File: src/rtl/dut_ifc.sv
// Byte-stream packet gate: length tokens release bytes from an input FIFO to the output port.
// Optional macro DUT_CHECKSUM_EN adds a per-packet XOR checksum register at 0x10.
module dut_ifc #(
  parameter int DIN_DEPTH = 8,
  parameter int LEN_DEPTH = 2
) (
  input  logic        CLK,
  input  logic        RST_N,
  input  logic [7:0]  din_value,
  input  logic        din_en,
  output logic        din_rdy,
  input  logic        dout_en,
  output logic [7:0]  dout_value,
  output logic        dout_rdy,
  input  logic [7:0]  len_value,
  input  logic        len_en,
  output logic        len_rdy,
  input  logic [7:0]  cfg_address,
  input  logic [31:0] cfg_data_in,
  input  logic        cfg_op,
  input  logic        cfg_en,
  output logic [31:0] cfg_data_out,
  output logic        cfg_rdy
);

  localparam int DAW = $clog2(DIN_DEPTH);
  localparam int LAW = $clog2(LEN_DEPTH);
  localparam int DCW = DAW + 1;
  localparam int LCW = LAW + 1;

  typedef enum logic {S_IDLE = 1'b0, S_PASS = 1'b1} state_t;

  state_t         r_state;
  state_t         w_state_nxt;
  logic           r_live;
  logic           r_ctrl_en;
  logic [7:0]     r_remaining;
  logic [31:0]    r_pkt_cnt;
  logic [31:0]    r_byte_cnt;

  logic [7:0]     r_din_mem [DIN_DEPTH];
  logic [DAW-1:0] r_din_wp, r_din_rp;
  logic [DCW-1:0] r_din_cnt;
  logic [7:0]     r_len_mem [LEN_DEPTH];
  logic [LAW-1:0] r_len_wp, r_len_rp;
  logic [LCW-1:0] r_len_cnt;

  logic           w_din_push, w_dout_pop, w_len_push, w_len_pop, w_last;
  logic           w_cfg_wr, w_clr, w_dout_rdy;
  logic [7:0]     w_len_head;
  logic [31:0]    w_status, w_cksum;
  logic           w_unused;

  // Ready outputs stay low until the first clock after reset release.
  always_ff @(posedge CLK or negedge RST_N) begin
    if (!RST_N) r_live <= 1'b0;
    else        r_live <= 1'b1;
  end

  assign din_rdy    = r_live && (r_din_cnt != DCW'(DIN_DEPTH));
  assign len_rdy    = r_live && (r_len_cnt != LCW'(LEN_DEPTH));
  assign cfg_rdy    = r_live;
  assign w_din_push = din_en && din_rdy;
  assign w_len_push = len_en && len_rdy;
  assign w_len_head = r_len_mem[r_len_rp];
  assign dout_rdy   = w_dout_rdy;
  assign dout_value = w_dout_rdy ? r_din_mem[r_din_rp] : 8'h00;
  assign w_dout_pop = dout_en && w_dout_rdy;
  assign w_last     = w_dout_pop && (r_remaining == 8'd1);
  assign w_cfg_wr   = cfg_en && cfg_rdy && cfg_op;
  assign w_clr      = w_cfg_wr && (cfg_address == 8'h00) && cfg_data_in[1];
  assign w_unused   = &{1'b0, cfg_data_in[31:2]};

  always_ff @(posedge CLK) begin
    if (w_din_push) r_din_mem[r_din_wp] <= din_value;
    if (w_len_push) r_len_mem[r_len_wp] <= len_value;
  end

  always_ff @(posedge CLK or negedge RST_N) begin
    if (!RST_N) begin
      r_din_wp  <= '0;
      r_din_rp  <= '0;
      r_din_cnt <= '0;
      r_len_wp  <= '0;
      r_len_rp  <= '0;
      r_len_cnt <= '0;
    end else begin
      if (w_din_push) r_din_wp <= r_din_wp + DAW'(1);
      if (w_dout_pop) r_din_rp <= r_din_rp + DAW'(1);
      if (w_din_push && !w_dout_pop)      r_din_cnt <= r_din_cnt + DCW'(1);
      else if (!w_din_push && w_dout_pop) r_din_cnt <= r_din_cnt - DCW'(1);
      if (w_len_push) r_len_wp <= r_len_wp + LAW'(1);
      if (w_len_pop)  r_len_rp <= r_len_rp + LAW'(1);
      if (w_len_push && !w_len_pop)      r_len_cnt <= r_len_cnt + LCW'(1);
      else if (!w_len_push && w_len_pop) r_len_cnt <= r_len_cnt - LCW'(1);
    end
  end

  always_ff @(posedge CLK or negedge RST_N) begin
    if (!RST_N) r_state <= S_IDLE;
    else        r_state <= w_state_nxt;
  end

  // Zero-length tokens are popped in IDLE but never enter PASS.
  always_comb begin
    w_state_nxt = r_state;
    w_len_pop   = 1'b0;
    w_dout_rdy  = 1'b0;
    case (r_state)
      S_IDLE: begin
        if (r_live && r_ctrl_en && (r_len_cnt != '0)) begin
          w_len_pop = 1'b1;
          if (w_len_head != 8'd0) w_state_nxt = S_PASS;
        end
      end
      S_PASS: begin
        w_dout_rdy = (r_din_cnt != '0);
        if (w_dout_rdy && dout_en && (r_remaining == 8'd1)) w_state_nxt = S_IDLE;
      end
      default: w_state_nxt = S_IDLE;
    endcase
  end

  always_ff @(posedge CLK or negedge RST_N) begin
    if (!RST_N) begin
      r_remaining <= 8'd0;
      r_ctrl_en   <= 1'b1;
      r_pkt_cnt   <= '0;
      r_byte_cnt  <= '0;
    end else begin
      if (w_len_pop)       r_remaining <= w_len_head;
      else if (w_dout_pop) r_remaining <= r_remaining - 8'd1;
      if (w_cfg_wr && (cfg_address == 8'h00)) r_ctrl_en <= cfg_data_in[0];
      if (w_clr)       r_pkt_cnt <= '0;
      else if (w_last) r_pkt_cnt <= r_pkt_cnt + 32'd1;
      if (w_clr)           r_byte_cnt <= '0;
      else if (w_dout_pop) r_byte_cnt <= r_byte_cnt + 32'd1;
    end
  end

`ifdef DUT_CHECKSUM_EN
  logic [7:0] r_ck_acc;
  logic [7:0] r_cksum;

  always_ff @(posedge CLK or negedge RST_N) begin
    if (!RST_N) begin
      r_ck_acc <= 8'h00;
      r_cksum  <= 8'h00;
    end else begin
      if (w_dout_pop) r_ck_acc <= w_last ? 8'h00 : (r_ck_acc ^ dout_value);
      if (w_clr)       r_cksum <= 8'h00;
      else if (w_last) r_cksum <= r_ck_acc ^ dout_value;
    end
  end
  assign w_cksum = {24'h0, r_cksum};
`else
  assign w_cksum = 32'h0;
`endif

  assign w_status = {15'h0, (r_state == S_PASS), 8'(r_len_cnt), 8'(r_din_cnt)};

  always_comb begin
    cfg_data_out = 32'h0;
    if (r_live) begin
      case (cfg_address)
        8'h00:   cfg_data_out = {31'h0, r_ctrl_en};
        8'h04:   cfg_data_out = w_status;
        8'h08:   cfg_data_out = r_pkt_cnt;
        8'h0C:   cfg_data_out = r_byte_cnt;
        8'h10:   cfg_data_out = w_cksum;
        default: cfg_data_out = 32'h0;
      endcase
    end
  end

endmodule

File: config.mk
export PLATFORM = sky130hd
export DESIGN_NAME = dut_ifc
export DESIGN_NICKNAME = d
export VERILOG_FILES = /design/src/rtl/dut_ifc.sv
export SDC_FILE = /design/constraint.sdc
export NUM_CORES = 1
export LEC_CHECK = 0
export CORE_MARGIN = 1.5
export CORE_UTILIZATION = 50
export DETAILED_ROUTE_END_ITERATION = 16
export PLACE_DENSITY_LB_ADDON = 0.12
export REMOVE_ABC_BUFFERS = 1
export SYNTH_ARGS = -nofsm -noshare
export SYNTH_HDL_FRONTEND = slang
export SYNTH_SLANG_ARGS = --single-unit
File: constraint.sdc
create_clock -name CLK -period 2.6 [get_ports CLK]
set_input_delay 0.39 -clock CLK [delete_from_list [all_inputs] [get_ports CLK]]
set_output_delay 0.39 -clock CLK [all_outputs]
set_load 0.02 [all_outputs]
==> out/results.txt, run 1 <==
status: completed
Worst Setup EP: cfg_data_out[6]
# DRC: 0
HPWL Detailed: 14,000 um
Worst Hold Class: primary input to async pin
CP Cell Sequence: clkdlybuf4s50_1 -> nor4_4 -> and4b_1 -> buf_12 -> a22oi_1 -> nor2_1 -> clkdlybuf4s15_1
flop-to-flop setup slack: 0.09 ns
setup ws final: 0.0830 ns
worst r2r dst: r_din_cnt[3]$_DFFE_PN0P_
worst clock skew: 0.0125 ns
antenna-violating nets left: 0
Syn. warnings: 0
Final Setup Violations: 0
Core ar.: 0.0166 mm^2
CTS Buf Count: 17
Worst slew margin: 0.325
pin slew with the least headroom to its limit: 1.01 ns
worst setup path startpoint: cfg_address[6]
WL final: 20,900 um
Initial Util: 0.512
final hold viol count: 0
FMAX: 397 MHz
CP required: 2.21 ns
routability cong.: 0.874
Clock Latency Late Sink: 0.44 ns
initial antenna violation count: 0
CTS root buffer: clkbuf_16
I/O pin count: 107
Tcrit/Tclk final: 0.968
clock slew at the register clock pins of the worst setup and hold paths: 0.07 ns
DRT iter0 DRCs: 523
synthesized area: 0.00852 mm^2
Peak VDD IR: 0.480 mV
Distinct cells, synth: 55
clk sinks: 169
share of flip-flops with an asynchronous set or reset: 0.527
area share of the largest cell type after synthesis: 0.282
die width: 134 um
Worst R2R Path Depth: 9
Cell Count, Final, Fillers Out: 1,079
post-synthesis sequential area ratio: 0.544
die area: 0.0178 mm^2
gr ovfl total: 0
number of cells after detailed placement: 1,043
WP buf/inv: 3
pin count of the biggest net entering global routing: 55
utilization after layout: 0.621
CP max stage cell: clkdlybuf4s50_1
Arr. time, crit path: 2.13 ns
layout cells sized above 1: 0.179
WL per Instance: 19.4 um
PwrDens: 719 mW/mm^2
Top delay family on crit path: buffers and inverters
CTS H-tree depth: 4
Max Buffers Root-to-Sink: 2
Mapped Cells: 746
cells taking the most area after synthesis: edfxtp_1 28%, dfrtp_1 26%, mux4_2 4.5%
Worst path depth: 7
DRT Pass-1 Iters: 5
area leader, netlist: edfxtp_1
minimum clock period: 2.52 ns
final-stage net count: 920
via count: 6,656
number of synthesized flops with an enable pin: 80
Lkg Pwr: 3.82 nW
maxcap violations: 0
Chip Height: 134 um
CP max FO: 25
max incr delay on CP: 0.44 ns
Crit Path Class: primary input to primary output
Setup TNS: 0 ns
commonest register cell after synthesis: dfrtp_1
IO buf count: 76
Post-synth top cells: 88 x dfrtp_1, 80 x edfxtp_1, 67 x nor2_1, 46 x a21oi_1, 35 x clkbuf_1
CTS tree: yes
max-slew violations: 0
most common cell in the synthesized netlist: dfrtp_1
row cnt: 47
global-route usage over all layers: 0.246
mean area per synthesized cell: 11.4 um^2
reg-to-reg critical path startpoint: r_din_cnt[0]$_DFFE_PN0P_
Synth Register Bits: 169
crit path capture type: primary output
vias in the first global route: 6,874
crit start category: primary input
WHS: 0.497 ns
area grow syn2layout: 21.4%
Antenna diodes: 0
dpl ws: -0.398 ns
global-route wire length before repair: 34,400 um
DR vias/cell: 6.17
kinds of logic (layout without fill, tap and decap cells):
group | Yosys count | after routing | share of synthesized area
fa+ha+maj | 11 | 11 | 0.0170
flops | 169 | 169 | 0.544
buf+inv | 65 | 178 | 0.0314
xor+xnor | 21 | 21 | 0.0216
mux | 54 | 54 | 0.0897
simple gates | 261 | 261 | 0.170
other cells | 1 | 1 | 0.000440
compound gates | 164 | 164 | 0.126
cell usage in the layout (no fill, tap or decap), drive strengths merged, types with 3 or more instances in the layout:
master | synthesis | final
dfrtp | 88 | 88
edfxtp | 80 | 80
nor2 | 67 | 67
buf | 13 | 54
a21oi | 46 | 46
clkbuf | 35 | 42
clkdlybuf4s50 | 0 | 33
or4 | 33 | 33
nand3 | 32 | 32
a22oi | 31 | 31
o21ai | 29 | 29
o31ai | 29 | 29
mux2i | 28 | 28
nand2 | 26 | 26
nand4 | 25 | 25
inv | 16 | 24
mux4 | 17 | 17
or3 | 15 | 15
nor4 | 15 | 15
dlygate4sd2 | 0 | 12
and3 | 12 | 12
xnor2 | 11 | 11
nor3 | 10 | 10
xor2 | 10 | 10
o21bai | 10 | 10
ha | 10 | 10
mux2 | 9 | 9
clkinv | 1 | 8
and4 | 7 | 7
and2 | 4 | 4
clkdlybuf4s15 | 0 | 4
nand2b | 3 | 3
o22ai | 3 | 3
a21o | 3 | 3
a221o | 3 | 3
o221ai | 3 | 3
or4b | 3 | 3
o41ai | 3 | 3
per-layer routing:
| metal | global-route usage | part of all wire |
|---|---|---|
| met4 | 0.0827 | 0.013 |
| met3 | 0.0533 | 0.052 |
| met2 | 0.414 | 0.51 |
| met5 | 0 | 0 |
| met1 | 0.318 | 0.42 |
worst min path at each step:
stage	startpoint	to	cells past startpoint
3_5_place_dp	RST_N	r_byte_cnt[24]$_DFFE_PN0P_	1
2_1_floorplan	RST_N	cfg_rdy$_DFF_PN0_	0
4_1_cts	RST_N	r_byte_cnt[24]$_DFFE_PN0P_	2
6_report	RST_N	r_byte_cnt[23]$_DFFE_PN0P_	2
3_3_place_gp	RST_N	r_byte_cnt[25]$_DFFE_PN0P_	1
5_1_grt	len_value[4]	r_len_mem[1][4]$_DFFE_PP_	1
metrics by stage:
stage / total power, mW / cell area (um^2)
final: 7.43 / 10300
after global placement: 4.85 / 9820
after global routing: 7.78 / 10300
after floorplan: 4.29 / 8310
after detailed placement: 4.92 / 9820
after CTS: 7.43 / 10400
report_power, final:
part | internal, mW | switching (mW) | total, mW
sequential | 3.08 | 0.252 | 3.34
clock | 1.29 | 1.21 | 2.50
combinational | 0.828 | 0.766 | 1.59
total | 5.20 | 2.23 | 7.43
layout make-up:
class | instances | area [um^2]
tap | 220 | 275
inverter | 17 | 63.8
timing repair buffer | 129 | 1120
multi-input combinational | 512 | 3660
clock inverter | 15 | 161
sequential | 169 | 4630
fill | 1329 | 6300
clock buffer | 17 | 425
registers in the layout, summed over array words and instances, names as in the netlist:
signal,flops
cfg_rdy,1
r_byte_cnt,32
r_ctrl_en,1
r_din_cnt,4
r_din_mem,64
r_din_rp,3
r_din_wp,3
r_len_cnt,2
r_len_mem,16
r_len_rp,1
r_len_wp,1
r_pkt_cnt,32
r_remaining,8
r_state,1
timing repair:
item,in CTS,in global routing
buffers inserted,1,1
pin swaps,1,6
setup endpoints to repair,42,37
hold buffers,1,0
gates resized for setup,50,58
gates cloned,0,1
hold endpoints to repair,39,0
Power figures use the tool's default switching activity.
==> run 2, diff against run 1 <==
- MAX_ROUTING_LAYER: unset -> met4
- clock period: 2.6 -> 2.2 ns (I/O delays scaled with it)
==> out/results.txt, run 2 (synthesis results as in run 1) <==
status: finished with violations
violated checks: negative setup slack
clock slew at the register clock pins of the worst setup and hold paths: 0.08 ns
routability cong.: 0.867
Comb pwr share: 0.252
Worst slew margin: 0.582
max incr delay on CP: 0.55 ns
Int Power: 6.52 mW
Top Registers: r_din_mem x64, r_byte_cnt x32, r_pkt_cnt x32
antenna-violating nets left: 0
CTS H-tree depth: 4
Area after DPL: 0.0101 mm^2
vias in the first global route: 6,833
sequential fraction of design power: 0.415
CP Cell Sequence: or4b_4 -> and3_4 -> ha_4 -> inv_4 -> ha_4 -> a21o_1 -> a21oi_2 -> mux2i_1 -> xnor2_1
Max Buffers Root-to-Sink: 2
pin count of the biggest net entering global routing: 50
Peak VDD IR: 0.628 mV
Tcrit/Tclk final: 1.08
max reg flops: 64
commonest non-fill, non-tap cell in the layout: buf_4
RSZ-0062 raised after global routing: yes
CTS tree: yes
CTS Buf Count: 17
area of the multi-input gates: 0.00391 mm^2
via count: 7,011
gr ovfl total: 0
maxcap violations: 0
Arr. time, crit path: 2.73 ns
HPWL Detailed: 14,700 um
Core ar.: 0.0166 mm^2
die area: 0.0178 mm^2
worst clock skew: 0.0104 ns
IO buf count: 76
DR vias/cell: 6.19
minimum clock period: 2.38 ns
WL per Instance: 20.2 um
utilization after layout: 0.677
dpl ws: -0.588 ns
CTS root buffer: clkbuf_16
sw power: 2.93 mW
FMAX: 421 MHz
Worst Hold Class: primary input to async pin
Chip Height: 134 um
Most Frequent Cell on Critical Path: ha_4
crit start category: flop
final hold viol count: 0
Clock Latency Late Sink: 0.44 ns
# DRC: 0
DRT iter0 DRCs: 609
area grow syn2layout: 32.2%
initial antenna violation count: 0
Final Setup Violations: 29
global-route usage over all layers: 0.269
max-slew violations: 0
Crit Path Class: flop to flop
die width: 134 um
pin slew with the least headroom to its limit: 0.627 ns
row cnt: 47
Antenna diodes: 0
global-route wire length before repair: 36,200 um
layout cells sized above 1: 0.297
CP max stage cell: or4b_4
DRT Pass-1 Iters: 5
CP required: 2.55 ns
setup ws final: -0.177 ns
most frequent cells in the layout: 93 x buf_4, 86 x dfrtp_1, 80 x edfxtp_1
WL final: 22,900 um
sequential standard cell area: 0.00463 mm^2
crit path capture type: flop
sw frac: 0.310
CP max FO: 2
clk sinks: 169
final-stage net count: 973
I/O pin count: 107
clock share of power: 0.333
Lkg Pwr: 4.27 nW
Initial Util: 0.512
PwrDens: 840 mW/mm^2
final instance area: 0.0113 mm^2
# fillers: 1,200
Largest Register: r_din_mem
## run 2: cell types whose count changed in the layout (fill, tap and decap cells not counted), moves of 6 or more
cell	change
a21oi_1	-13
clkbuf_2	-22
a22oi_2	+7
dlygate4sd2_1	-10
a21oi_2	+13
a22oi_1	-7
nor2_1	-6
buf_12	+6
nor2_2	+6
buf_2	+15
clkdlybuf4s50_1	-9
buf_4	+48
clkdlybuf4s15_2	+6
buf_6	+12
## run 2: routing by layer
layer  wire length [um]  up-vias  track usage
met5                  0        -            -
met4                327        0       0.0694
met3               1290       28       0.0483
met2              11900      263        0.456
met1               9400     3519        0.335
li1                   -     3201            -
## run 2: layout make-up
class,count,share of cell area
flip-flops and latches,169,0.411
multi-input cells,512,0.347
repair buffers,182,0.154
clock buffers,17,0.0378
well taps,220,0.0244
clock inverters,15,0.0197
inverters,17,0.00600
## run 2: worst max-delay path, delay by kind of cell (launching register included)
kind            cells  cell delay (ns)
fa+ha+maj           2             0.36
xor+xnor            1             0.16
buf+inv             1             0.07
mux                 1             0.25
compound gates      2             0.31
simple gates        2             0.73
flops               1             0.41
## run 2: power by group through the flow
stage | clock network (mW) | registers [mW] | logic, mW
finish | 3.15 | 3.92 | 2.39
global route | 3.31 | 3.95 | 2.58
CTS | 3.18 | 3.90 | 2.36
detailed placement | 0 | 3.95 | 1.95
global placement | 0 | 3.93 | 1.88
floorplan | 0 | 4.05 | 1.02
## run 2: final timing paths
kind,cells past startpoint,endpoint,slack (ns),from
setup / recovery,9,r_din_cnt[3]$_DFFE_PN0P_,-0.18,r_din_cnt[1]$_DFFE_PN0P_
hold / removal,2,r_byte_cnt[25]$_DFFE_PN0P_,0.31,RST_N
setup reg to reg,9,r_din_cnt[3]$_DFFE_PN0P_,-0.18,r_din_cnt[1]$_DFFE_PN0P_
hold reg to reg,1,r_len_wp$_DFFE_PN0P_,0.51,r_len_wp$_DFFE_PN0P_
max in group asynchronous,3,r_din_rp[0]$_DFFE_PN0P_,1.30,RST_N
min in group CLK,5,r_ctrl_en$_DFFE_PN1N_,0.43,cfg_address[1]
## run 2: repair_timing
action                                  in CTS  in global routing
pin swaps                                   23                 22
setup buffers                               18                  8
endpoints found under the setup margin      56                 55
gates cloned                                 4                  1
hold buffers                                 1                  0
gates resized for setup                    233                 50
hold endpoints to repair                    15                  0
## run 2: through the flow
step / power, mW / cells / TNS [ns] / hold slack [ns]
finish: 9.46 / 1132 / -2.08 / 0.308
global route: 9.84 / 1132 / -4.10 / 0.333
floorplan: 5.07 / 698 / -121.12 / 0.0344
CTS: 9.45 / 1126 / -0.954 / 0.306
detailed placement: 5.90 / 1071 / -30.87 / 0.223
global placement: 5.81 / 1071 / -30.94 / 0.225
==> run 3, diff against run 2 <==
- CORE_ASPECT_RATIO: unset -> 0.6
- PLACE_DENSITY: unset -> 0.78
- PLACE_DENSITY_LB_ADDON: 0.12 -> unset
==> out/results.txt, run 3 (synthesis results as in run 1) <==
Power, Total: 9.56 mW
CTS root buffer: clkbuf_16
vias in the first global route: 7,277
WP buf/inv: 8
FMAX: 395 MHz
I/O pin count: 107
CTS tree: yes
dpl ws: -0.616 ns
IO buf count: 76
WL final: 26,600 um
Worst Hold Class: primary input to async pin
DR vias/cell: 6.56
layout cells sized above 1: 0.336
status: finished with violations
Core ar.: 0.0164 mm^2
Initial Util: 0.518
WL per Instance: 22.9 um
Worst R2R Path Depth: 12
number of cells after detailed placement: 1,085
# fillers: 1,049
die area: 0.0179 mm^2
max-slew violations: 0
antenna-violating nets left: 0
Top Registers: r_din_mem x64, r_byte_cnt x32, r_pkt_cnt x32
CP required: 2.55 ns
maxcap violations: 0
row cnt: 36
global-route wire length before repair: 38,900 um
CTS Buf Count: 17
HPWL Detailed: 15,400 um
worst clock skew: 0.0141 ns
setup ws final: -0.330 ns
CP max FO: 8
Final Setup Violations: 67
commonest non-fill, non-tap cell in the layout: buf_4
utilization after layout: 0.701
Clock Latency Late Sink: 0.45 ns
minimum clock period: 2.53 ns
# DRC: 0
crit start category: flop
initial antenna violation count: 0
max incr delay on CP: 0.44 ns
final hold viol count: 0
Antenna diodes: 0
gr ovfl total: 0
violated checks: negative setup slack
CP Cell Sequence: buf_6 -> o41ai_4 -> clkinv_2 -> buf_4 -> buf_6 -> buf_12 -> buf_12 -> buf_4 -> buf_4 -> nand4_1 -> nand3_1 -> o221ai_1
Lkg Pwr: 4.36 nW
routability cong.: 0.906
final-stage net count: 996
Max Buffers Root-to-Sink: 2
Arr. time, crit path: 2.88 ns
DRT iter0 DRCs: 1,051
Largest Register: r_din_mem
Worst path depth: 12
Cell Count, Final, Fillers Out: 1,163
die width: 172 um
clk sinks: 169
CTS H-tree depth: 4
pin count of the biggest net entering global routing: 50
Peak VDD IR: 0.614 mV
Chip Height: 104 um
PwrDens: 829 mW/mm^2
global-route usage over all layers: 0.292
clock slew at the register clock pins of the worst setup and hold paths: 0.07 ns
most frequent cells in the layout: 98 x buf_4, 86 x dfrtp_1, 80 x edfxtp_1
crit path capture type: flop
CP max stage cell: o41ai_4
Tcrit/Tclk final: 1.15
RSZ-0062 raised after global routing: yes
area grow syn2layout: 35.3%
Most Frequent Cell on Critical Path: buf_4
Crit Path Class: flop to flop
DRT Pass-1 Iters: 6
Top delay family on crit path: buffers and inverters
max reg flops: 64
via count: 7,634
==> run 3: area by class of cell <==
type / instances / area, um^2 / share of cell area
inverter: 17 / 67.6 / 0.00586
clock buffer: 17 / 425 / 0.0369
timing repair buffer: 205 / 1940 / 0.168
clock inverter: 15 / 151 / 0.0131
multi-input combinational: 512 / 4030 / 0.349
sequential: 169 / 4630 / 0.402
tap: 228 / 285 / 0.0247
==> run 3: final timing paths <==
kind                            slack [ns]                          to                startpoint
worst max-delay path                 -0.33  r_remaining[7]$_DFFE_PN0P_  r_din_cnt[0]$_DFFE_PN0P_
worst min-delay path                  0.27  r_byte_cnt[26]$_DFFE_PN0P_                     RST_N
worst max register to register       -0.33  r_remaining[7]$_DFFE_PN0P_  r_din_cnt[0]$_DFFE_PN0P_
worst min register to register        0.50        r_len_wp$_DFFE_PN0P_      r_len_wp$_DFFE_PN0P_
max in group asynchronous             1.23       r_ctrl_en$_DFFE_PN1N_                     RST_N
min in group CLK                      0.48   r_len_mem[0][6]$_DFFE_PP_              len_value[6]
==> run 3: where the power goes <==
part / internal [mW] / switching, mW
registers: 3.64 / 0.346
clock network: 1.61 / 1.43
logic: 1.37 / 1.17
total: 6.62 / 2.94
==> run 3: layer usage <==
layer,track usage,vias up,share of wire
met1,0.399,3724,0.40
met4,0.108,0,0.037
met5,-,-,0
met3,0.0753,111,0.11
met2,0.422,549,0.46
li1,-,3250,-
==> run 3: stage by stage <==
step	cell area, um^2	TNS (ns)	hold WS (ns)
after global routing	11500	-12.93	0.289
after CTS	11000	-0.736	0.284
final	11500	-9.69	0.273
after detailed placement	10100	-31.54	0.194
after floorplan	8310	-121.12	0.0344
after global placement	10100	-30.29	0.190
==> run 3: repair_timing <==
action                     CTS  global route
setup buffers               21            17
hold endpoints to repair    12             0
hold buffers                 1             0
setup endpoints to repair   58            94
pin swaps                   35            49
resized for setup          241            98
gates cloned                 5             7
